--- config.mk ---
export PLATFORM = sky130hd
export DESIGN_NAME = dac_spi_tx
export DESIGN_NICKNAME = d
export VERILOG_FILES = /design/src/rtl/dac_spi_tx.sv
export SDC_FILE = /design/constraint.sdc
export NUM_CORES = 1
export LEC_CHECK = 0
export BUFFER_PORTS_ARGS = -buffer_cell sky130_fd_sc_hd__buf_2
export CELL_PAD_IN_SITES_DETAIL_PLACEMENT = 2
export CELL_PAD_IN_SITES_GLOBAL_PLACEMENT = 2
export CORE_MARGIN = 2
export CORE_UTILIZATION = 33
export DETAILED_ROUTE_END_ITERATION = 10
export PLACE_DENSITY_LB_ADDON = 0.12
export REMOVE_ABC_BUFFERS = 1
export SYNTH_ARGS = -nofsm -noshare
export SYNTH_HDL_FRONTEND = slang
export SYNTH_SLANG_ARGS = --single-unit
--- constraint.sdc ---
create_clock -name sysclk -period 1.9 [get_ports sysclk]
set_clock_uncertainty 0.2 [all_clocks]
set_input_delay 0 -clock sysclk [delete_from_list [all_inputs] [get_ports sysclk]]
set_output_delay 0 -clock sysclk [all_outputs]
set_load 0.03 [all_outputs]
--- src/rtl/dac_spi_tx.sv ---
// dac_spi_tx: formats 10-bit offset-binary samples into MCP4911 command words
// and shifts them out over SPI (CS/SCK/SDI) followed by an LDAC pulse.
// A single pending slot holds a sample that arrives while a frame is in flight.
module dac_spi_tx #(
  parameter int CLK_DIV = 25
) (
  input  logic       sysclk,
  input  logic       reset,
  input  logic [9:0] data_in,
  input  logic       load,
  output logic       busy,
  output logic       overrun,
  output logic       DAC_CS,
  output logic       DAC_SCK,
  output logic       DAC_SDI,
  output logic       DAC_LD
);

  localparam int            PW   = $clog2(CLK_DIV + 1);
  localparam logic [PW-1:0] PMAX = PW'(CLK_DIV - 1);

  typedef enum logic [2:0] {IDLE, SETUP, SHIFT, HOLD, LATCH} state_t;

  typedef struct packed {
    logic       vld;
    logic [9:0] data;
  } pend_t;

  // BUF=1, GA_n=1, SHDN_n=1, 10 data bits, 2 don't-care zeros
  function automatic logic [15:0] cmd_word(input logic [9:0] d);
    return {4'b0111, d, 2'b00};
  endfunction

  state_t        state, state_n;
  logic [PW-1:0] presc, presc_n;
  logic [3:0]    bcnt, bcnt_n;
  logic          sck_lo, sck_lo_n;   // 0: SCK-high half of a bit, 1: SCK-low half
  logic [15:0]   shreg, shreg_n;
  pend_t         pend, pend_n;
  logic          ovr_n, ph_end;
  logic          cs_d, sck_d, sdi_d, ld_d, busy_d;

  // FSM state, counters, shift register and pending slot
  always_ff @(posedge sysclk) begin
    if (reset) begin
      state  <= IDLE;
      presc  <= '0;
      bcnt   <= '0;
      sck_lo <= 1'b0;
      shreg  <= '0;
      pend   <= '0;
    end else begin
      state  <= state_n;
      presc  <= presc_n;
      bcnt   <= bcnt_n;
      sck_lo <= sck_lo_n;
      shreg  <= shreg_n;
      pend   <= pend_n;
    end
  end

  // Next-state logic: phase timing, bit shifting and sample arbitration
  always_comb begin
    state_n  = state;
    presc_n  = presc;
    bcnt_n   = bcnt;
    sck_lo_n = sck_lo;
    shreg_n  = shreg;
    pend_n   = pend;
    ovr_n    = 1'b0;
    ph_end   = (presc == PMAX);

    // every non-IDLE state is built from CLK_DIV-cycle phases
    if (state != IDLE) begin
      presc_n = ph_end ? '0 : presc + 1'b1;
      // a sample arriving mid-frame parks in the pending slot
      if (load) begin
        ovr_n  = pend.vld;
        pend_n = '{vld: 1'b1, data: data_in};
      end
    end

    case (state)
      IDLE: begin
        presc_n  = '0;
        bcnt_n   = 4'd15;
        sck_lo_n = 1'b0;
        if (pend.vld) begin
          // older pending sample goes first; a same-cycle load takes its slot
          shreg_n = cmd_word(pend.data);
          state_n = SETUP;
          pend_n  = '{vld: load, data: data_in};
        end else if (load) begin
          shreg_n = cmd_word(data_in);
          state_n = SETUP;
        end
      end
      SETUP: if (ph_end) state_n = SHIFT;
      SHIFT: begin
        if (ph_end) begin
          if (!sck_lo) begin
            // SCK falls here: advance to the next bit
            sck_lo_n = 1'b1;
            shreg_n  = {shreg[14:0], 1'b0};
          end else begin
            sck_lo_n = 1'b0;
            bcnt_n   = bcnt - 4'd1;
            if (bcnt == 4'd0) state_n = HOLD;
          end
        end
      end
      HOLD:    if (ph_end) state_n = LATCH;
      LATCH:   if (ph_end) state_n = IDLE;
      default: state_n = IDLE;
    endcase
  end

  // Pin values implied by the current state
  always_comb begin
    cs_d   = 1'b1;
    sck_d  = 1'b0;
    sdi_d  = 1'b0;
    ld_d   = 1'b1;
    busy_d = (state != IDLE);
    case (state)
      SETUP: begin
        cs_d  = 1'b0;
        sdi_d = shreg[15];
      end
      SHIFT: begin
        cs_d  = 1'b0;
        sck_d = ~sck_lo;
        sdi_d = shreg[15];
      end
      HOLD:    cs_d = 1'b0;
      LATCH:   ld_d = 1'b0;
      default: ;
    endcase
  end

  // Output registers so every pin is glitch-free
  always_ff @(posedge sysclk) begin
    if (reset) begin
      DAC_CS  <= 1'b1;
      DAC_SCK <= 1'b0;
      DAC_SDI <= 1'b0;
      DAC_LD  <= 1'b1;
      busy    <= 1'b0;
      overrun <= 1'b0;
    end else begin
      DAC_CS  <= cs_d;
      DAC_SCK <= sck_d;
      DAC_SDI <= sdi_d;
      DAC_LD  <= ld_d;
      busy    <= busy_d;
      overrun <= ovr_n;
    end
  end

endmodule

Word-level counts from Yosys, hierarchy flattened:

Index checks and enable logic that the tools add are counted.

* flip-flop bits (word level): 46
* input bits: 13
* output and inout port bits: 6
* word-level logic and storage cells: 74

* add/sub/neg operators: 2
* equal/unequal tests: 13
* muxes and demuxes: 27
* bitwise operators: 5
* reductions and logical operators: 14

Operators with widths (count)
* $mux W16: 4
* $mux W11: 4
* $pmux W16 S2: 1
* $mux W3: 8
* $pmux W3 S5: 1
* $ne A2 B2 Y1 const B: 7
* $mux W4: 2
* $pmux W4 S2: 1
* $reduce_or A2 Y1: 4
* $reduce_and A7 Y1: 1
* $eq A3 B2 Y1 const B: 2
* $reduce_or A3 Y1: 2
* $add A5 B1 Y5 const B: 1
* $eq A5 B5 Y1 const B: 1
* $mux W5: 1
* $not A1 Y1: 5
* $logic_not A4 Y1: 1
* $mux W1: 4
* $reduce_and A4 Y1: 1
* $sub A4 B1 Y4 const B: 1
* $eq A3 B1 Y1 const B: 1
* $eq A3 B3 Y1 const B: 1
* $logic_not A3 Y1: 1
* $ne A3 B3 Y1 const B: 1
* other kinds (5): 5

Logic depth before layout (Yosys ltp):

Gate-level depths: netlist (run 1).

* depth in word-level cells: 5
* mapped depth: 7
* depth with buffers taken out: 5

Least setup slack after synthesis (run 1):

No wires, ideal clock.

* path kind: register to register
* start point: reg state[1]
* end point: reg shreg[12]
* setup time: 122 ps
* arrival time: 1504 ps
* required time: 1578 ps
* setup slack: 75 ps
* stages on the path, launching flop included: 7
* cell sequence: dfxtp_1 > or3b_1 > buf_6 > o32a_1 > buf_6 > buf_8 > mux2i_1

* cells in the longest elaborated chain, start to end: 3
* elaborated cells between the ends (all ways): 8
* classes of those cells: eq/ne (4); mux (1); reduce/logical (3)

Ends and longest elaborated chain
* from (decl): RTL line 34 `state_t state, state_n;`
* from (signal assigned): RTL line 53 `state <= state_n;`
* $eq A3 B2 Y1 or $logic_not A3 Y1 (tied branches): RTL line 83 `case (state)`
* $ne A2 B2 Y1 (no source line), or another cell as far along
* $reduce_and A4 Y1 (no source line)
* to (signal assigned): RTL line 57 `shreg <= shreg_n;`
* to (decl): RTL line 38 `logic [15:0] shreg, shreg_n;`

Parallel ways exist; a longest one is shown, timed or not.
A chain may end at the register's enable or synchronous reset.

Worst setup path in the final report (run 1):

* start point: reg presc[0]
* end point: reg shreg[3]

* cells in the longest elaborated chain, start to end: 3

Ends and longest elaborated chain
* from (decl): RTL line 35 `logic [PW-1:0] presc, presc_n;`
* from (signal assigned): RTL line 54 `presc <= presc_n;`
* $eq A5 B5 Y1: RTL line 71 `ph_end = (presc == PMAX);`
* $ne A2 B2 Y1 (no source line)
* $reduce_and A4 Y1 (no source line)

No other way between the ends.

==> flow_summary.json, run 1 <==
{
  "setup_repair_bufs_after_cts": 0,
  "globalRouteTotalUtil": 0.164,
  "gr-total-overflow": 0,
  "detail_route.drc_violations": 0,
  "die-height_um": 84.0,
  "antenna_violations_before_repair": 0,
  "synth.yosys.warnings": 0,
  "place_congestion": 0.739,
  "first_pass_grt_wire_length_um": 9300,
  "yosys_most_used_dff": "sky130_fd_sc_hd__dfxtp_1",
  "fmax_ghz": 0.563,
  "totalWireLength_um": 5310,
  "cts_buffer_depth": 2,
  "initial_core_util": 0.336,
  "number_of_gates_resized_after_cts": 0,
  "placed_cells_incl_taps": 324,
  "top_level_port_count": 19,
  "hpwl_after_dpl_um": 3580,
  "ratio_of_cells_with_drive_above_1_in_the_final_layout": 0.172,
  "avgSynthCellArea_um2": 9.10,
  "outcome": "finished clean",
  "numCtsBuffers": 5,
  "max_cap_viol_count": 0,
  "cts_htree_levels": 2,
  "drt_pass1_iterations": 2,
  "grt_max_degree": 45,
  "synth.ff_latch_count": 44,
  "cts.reportedPaths.clkPinSlew_ns": 0.08,
  "highest_ir_drop_seen_on_vdd_uv": 295,
  "die_width_um": 84.0,
  "route.vias.total": 1793,
  "synthCells": 232,
  "synth_top_cell_area_share": 0.417,
  "top_area_cells_in_the_synthesized_netlist": "sky130_fd_sc_hd__dfxtp_1, sky130_fd_sc_hd__mux2i_1, sky130_fd_sc_hd__nand2_1, sky130_fd_sc_hd__a221o_1, sky130_fd_sc_hd__nor2b_1",
  "cts_hold_repair.buffers": 12,
  "finalNonFillerCells": 344,
  "layout_stage_area_growth_over_the_synthesis_result_pct": 20.1,
  "leakage_nw": 1.09,
  "post_synthesis_async_set_or_reset_flop_share": 0,
  "arrival_ns": 1.76,
  "min_path_type": "register to register",
  "detail-route-antenna-nets": 0,
  "placement.setup.worst_slack_ns": 0.135,
  "power.density_cell_area_nw_per_um2": 752,
  "port_buffers": 18,
  "worst_skew_pair.late_latency_ns": 0.30,
  "clock_sinks": 44,
  "seq_area_frac_synth": 0.417,
  "hold_viol_final": 0,
  "post-synth-top-area-cell": "sky130_fd_sc_hd__dfxtp_1",
  "post_synth_most_frequent_cells": "sky130_fd_sc_hd__dfxtp_1, sky130_fd_sc_hd__nand2_1, sky130_fd_sc_hd__mux2i_1",
  "nNetsFinal": 282,
  "initialDrtViolationCount": 64,
  "grt_pass1_vias": 1917,
  "setup.worst_path.end_class": "register",
  "die-area_um2": 7050,
  "detail_route.vias_per_cell": 5.21,
  "cp-start-kind": "register",
  "finalSetupViolCount": 0,
  "tritoncts": "done",
  "post-route-min-period_ns": 1.77,
  "diodes": 0,
  "clock_tree.root_cell": "sky130_fd_sc_hd__clkbuf_8",
  "finalCritPeriodShare": 0.934,
  "crit_path_max_fanout": 14,
  "worst-setup-path-type": "register to register",
  "worst_slew_margin": 0.705,
  "cp_data_required_time_ns": 1.88,
  "grt_setup_unrepaired": "false",
  "maxSlewViolCount": 0,
  "setup_slack_ns": 0.125,
  "row_count": 29,
  "synth.most_common_cell": "sky130_fd_sc_hd__dfxtp_1",
  "yosys.cell_types.count": 39,
  "tightestPinTransition_ns": 0.443,
  "post_synth_edffs": 0,
  "core_um2": 6280,
  "wire_length_per_cell_after_detailed_routing_um": 15.4,
  "netlist_area_um2": 2110
}
==> final timing paths <==
check                         startpoint                     end  slack (ns)  cells after the start
setup / recovery   presc[0]$_SDFFE_PP0N_   shreg[3]$_SDFFE_PP0P_        0.13                      6
setup reg to reg   presc[0]$_SDFFE_PP0N_   shreg[3]$_SDFFE_PP0P_        0.13                      6
hold / removal    shreg[15]$_SDFFE_PP0P_  shreg[15]$_SDFFE_PP0P_        0.26                      2
hold reg to reg   shreg[15]$_SDFFE_PP0P_  shreg[15]$_SDFFE_PP0P_        0.26                      2
==> cell families (layout without fill, tap and decap cells) <==
family | after synthesis | in the layout | synth area share
buf+inv | 28 | 63 | 0.0646
flops | 44 | 44 | 0.417
xor+xnor | 2 | 2 | 0.00830
fa+ha+maj | 3 | 3 | 0.0178
mux | 35 | 35 | 0.167
simple gates | 84 | 84 | 0.202
compound gates | 36 | 36 | 0.123
==> area by class of cell <==
class	instances	area (um^2)
inverters	7	26.3
clock inverters	2	10.0
well taps	77	96.3
fillers	717	3740
multi-input cells	160	1090
flip-flops and latches	44	881
repair buffers	48	345
clock buffers	6	82.6
==> metal layers <==
| metal | global-route usage | part of all wire | vias up | wire [um] |
|---|---|---|---|---|
| met2 | 0.283 | 0.50 | 14 | 2660 |
| met3 | 0.0267 | 0.016 | 5 | 83 |
| li1 | - | - | 883 | - |
| met1 | 0.206 | 0.47 | 891 | 2490 |
| met4 | 0.0572 | 0.013 | 0 | 68 |
| met5 | 0 | 0 | - | 0 |
==> per-stage QoR <==
step           TNS [ns]  power [mW]   util  cell area, um^2  hold WS (ns)
5_1_grt               0        2.03  0.404             2530         0.299
3_5_place_dp          0        1.29  0.370             2320        0.0668
2_1_floorplan     -8.85        1.19      -             2000        -0.131
6_report              0        1.91  0.404             2530         0.263
3_3_place_gp          0        1.28  0.370             2320        0.0574
4_1_cts               0        1.95  0.404             2530         0.270
==> power by group <==
group,switching [mW],leakage [nW],internal (mW)
sequential,0.0293,0.361,0.977
combinational,0.145,0.678,0.134
clock,0.331,0.0510,0.291
total,0.506,1.09,1.40
==> cells in the final DEF (no fill, tap or decap), drive strengths merged, types with 6 or more instances in the layout <==
cell         count
dfxtp           44
nand2           37
buf             36
mux2i           34
dlygate4sd3     12
nor2b            9
a221o            9
nand3            8
o21ai            8
nor2             7
a21oi            7
inv              6
or3              6
clkbuf           6
==> sequential cells by signal (all words and copies together), names as in the netlist <==
name / flops
presc: 5
DAC_SCK: 1
sck_lo: 1
DAC_CS: 1
overrun: 1
state: 3
bcnt: 4
DAC_SDI: 1
DAC_LD: 1
pend: 11
shreg: 14
busy: 1
==> worst max-delay path: stages (launching register included) <==
cell and delay (ns):
sky130_fd_sc_hd__dfxtp_1 0.34, sky130_fd_sc_hd__inv_1 0.06, sky130_fd_sc_hd__ha_1 0.16, sky130_fd_sc_hd__nand4b_1 0.16
sky130_fd_sc_hd__o32a_1 0.37, sky130_fd_sc_hd__buf_4 0.22, sky130_fd_sc_hd__mux2i_1 0.15
Note: power is estimated with default switching activity, not from simulation.
==> run 2, diff against run 1 <==
Settings changed: CORE_ASPECT_RATIO set to 2.
==> flow_summary.json, run 2 (synthesized netlist as in run 1, its figures left out) <==
{
  "placed_cells_incl_taps": 334,
  "drt_pass1_iterations": 4,
  "final_area_um2": 2670,
  "detail_route.vias_per_cell": 5.19,
  "power_mw": 2.29,
  "power.density_cell_area_nw_per_um2": 860,
  "cts.reportedPaths.clkPinSlew_ns": 0.06,
  "place_congestion": 0.770,
  "post-route-util": 0.426,
  "min_delay_path_depth": 2,
  "detail-route-antenna-nets": 0,
  "fillerInstances": 706,
  "nNetsFinal": 284,
  "timing.hold.worst.start": "pend[3]$_SDFF_PP0_",
  "antenna_violations_before_repair": 0,
  "cp-start-kind": "register",
  "clock_sinks": 44,
  "worst_skew_pair.late_latency_ns": 0.29,
  "worst_r2r_endpoint": "shreg[11]$_SDFFE_PP0P_",
  "grt_pass1_vias": 2025,
  "first_pass_grt_wire_length_um": 9900,
  "area_of_placed_instances_um2": 2370,
  "arrival_ns": 1.81,
  "finalNonFillerCells": 355,
  "core_um2": 6260,
  "cp_data_required_time_ns": 1.93,
  "die_width_um": 60.6,
  "hpwl_after_dpl_um": 4110,
  "route.vias.total": 1844,
  "finalCritPeriodShare": 0.937,
  "grt_setup_unrepaired": "false",
  "setup_slack_ns": 0.119,
  "worst_slew_margin": 0.747,
  "wire_length_per_cell_after_detailed_routing_um": 16.6,
  "whs_endpoint": "pend[3]$_SDFF_PP0_",
  "cts_htree_levels": 2,
  "layout_stage_area_growth_over_the_synthesis_result_pct": 26.3,
  "largest-register": "shreg",
  "fmax_ghz": 0.561,
  "finalSetupViolCount": 0,
  "initialDrtViolationCount": 44,
  "largest_registers": "shreg: 14 flops, pend: 11 flops, presc: 5 flops",
  "cts_buffer_depth": 2,
  "globalRouteTotalUtil": 0.190,
  "die-area_um2": 7090,
  "setup_repair_bufs_after_cts": 0,
  "max_cap_viol_count": 0,
  "diodes": 0,
  "maxSlewViolCount": 0,
  "clock_tree.root_cell": "sky130_fd_sc_hd__clkbuf_16",
  "port_buffers": 18,
  "worst-setup-path-type": "register to register",
  "setup.worst_path.end_class": "register",
  "totalWireLength_um": 5890,
  "placement.setup.worst_slack_ns": 0.0653,
  "leakage_nw": 1.14,
  "worst-r2r-setup-slack_ns": 0.12,
  "min_path_type": "register to register",
  "tritoncts": "done",
  "worst_r2r_path_depth": 4,
  "critical_path.reg2reg.startpoint": "state[0]$_SDFFE_PP0P_",
  "setup_tns_ns": 0,
  "crit_path_start": "state[0]$_SDFFE_PP0P_",
  "crit_path_max_fanout": 13,
  "top_level_port_count": 19,
  "detail_route.drc_violations": 0,
  "ratio_of_cells_with_drive_above_1_in_the_final_layout": 0.175,
  "hold_viol_final": 0,
  "tightestPinTransition_ns": 0.374,
  "outcome": "finished clean",
  "layout.cells.most_common_list": "sky130_fd_sc_hd__dfxtp_1, sky130_fd_sc_hd__nand2_1, sky130_fd_sc_hd__mux2i_1",
  "numCtsBuffers": 5,
  "grt_max_degree": 39,
  "mostFrequentLayoutCell": "sky130_fd_sc_hd__dfxtp_1",
  "largest_register_ff_count": 14,
  "highest_ir_drop_seen_on_vdd_uv": 510,
  "post-route-min-period_ns": 1.78,
  "die-height_um": 117,
  "row_count": 41,
  "hold_slack_ns": 0.263,
  "gr-total-overflow": 0,
  "initial_core_util": 0.337
}
run 2: worst max path at each step:
stage                                  end  slack, ns  cells past startpoint
finish              shreg[11]$_SDFFE_PP0P_       0.12                      4
global route          bcnt[1]$_SDFFE_PP0P_     0.0002                      6
CTS                   bcnt[3]$_SDFFE_PP0P_       0.05                      5
detailed placement    bcnt[3]$_SDFFE_PP0P_       0.07                      5
global placement    shreg[11]$_SDFFE_PP0P_       0.17                      4
floorplan           shreg[10]$_SDFFE_PP0P_      -0.37                      3
run 2: routing by layer:
metal | up-vias | track usage | part of all wire
met5 | - | 0 | 0
met1 | 934 | 0.195 | 0.37
li1 | 889 | - | -
met4 | 0 | 0.0652 | 0.016
met3 | 6 | 0.0330 | 0.015
met2 | 15 | 0.368 | 0.60
run 2: layout make-up:
class | instances | area (um^2) | share of cell area
Inverter | 7 | 26.3 | 0.00985
Sequential cell | 44 | 881 | 0.330
Tap cell | 86 | 108 | 0.0404
Timing Repair Buffer | 50 | 388 | 0.145
Multi-Input combinational cell | 160 | 1100 | 0.412
Clock inverter | 2 | 35.0 | 0.0131
Clock buffer | 6 | 129 | 0.0483
run 2: critical path, cell delays in order (launching register included):
cell and delay (ns):
sky130_fd_sc_hd__dfxtp_1 0.36, sky130_fd_sc_hd__or3b_1 0.45, sky130_fd_sc_hd__buf_4 0.22, sky130_fd_sc_hd__a221o_1 0.37, sky130_fd_sc_hd__mux2i_1 0.12
run 2: timing repair:
| action | in CTS | in global routing |
|---|---|---|
| hold endpoints to repair | 16 | 0 |
| hold buffers | 13 | 0 |
| endpoints found under the setup margin | 0 | 1 |
| gates resized for setup | 0 | 2 |
run 2: power breakdown:
| part | internal (mW) | switching, mW |
|---|---|---|
| Clock | 0.619 | 0.368 |
| Combinational | 0.143 | 0.153 |
| Sequential | 0.978 | 0.0310 |
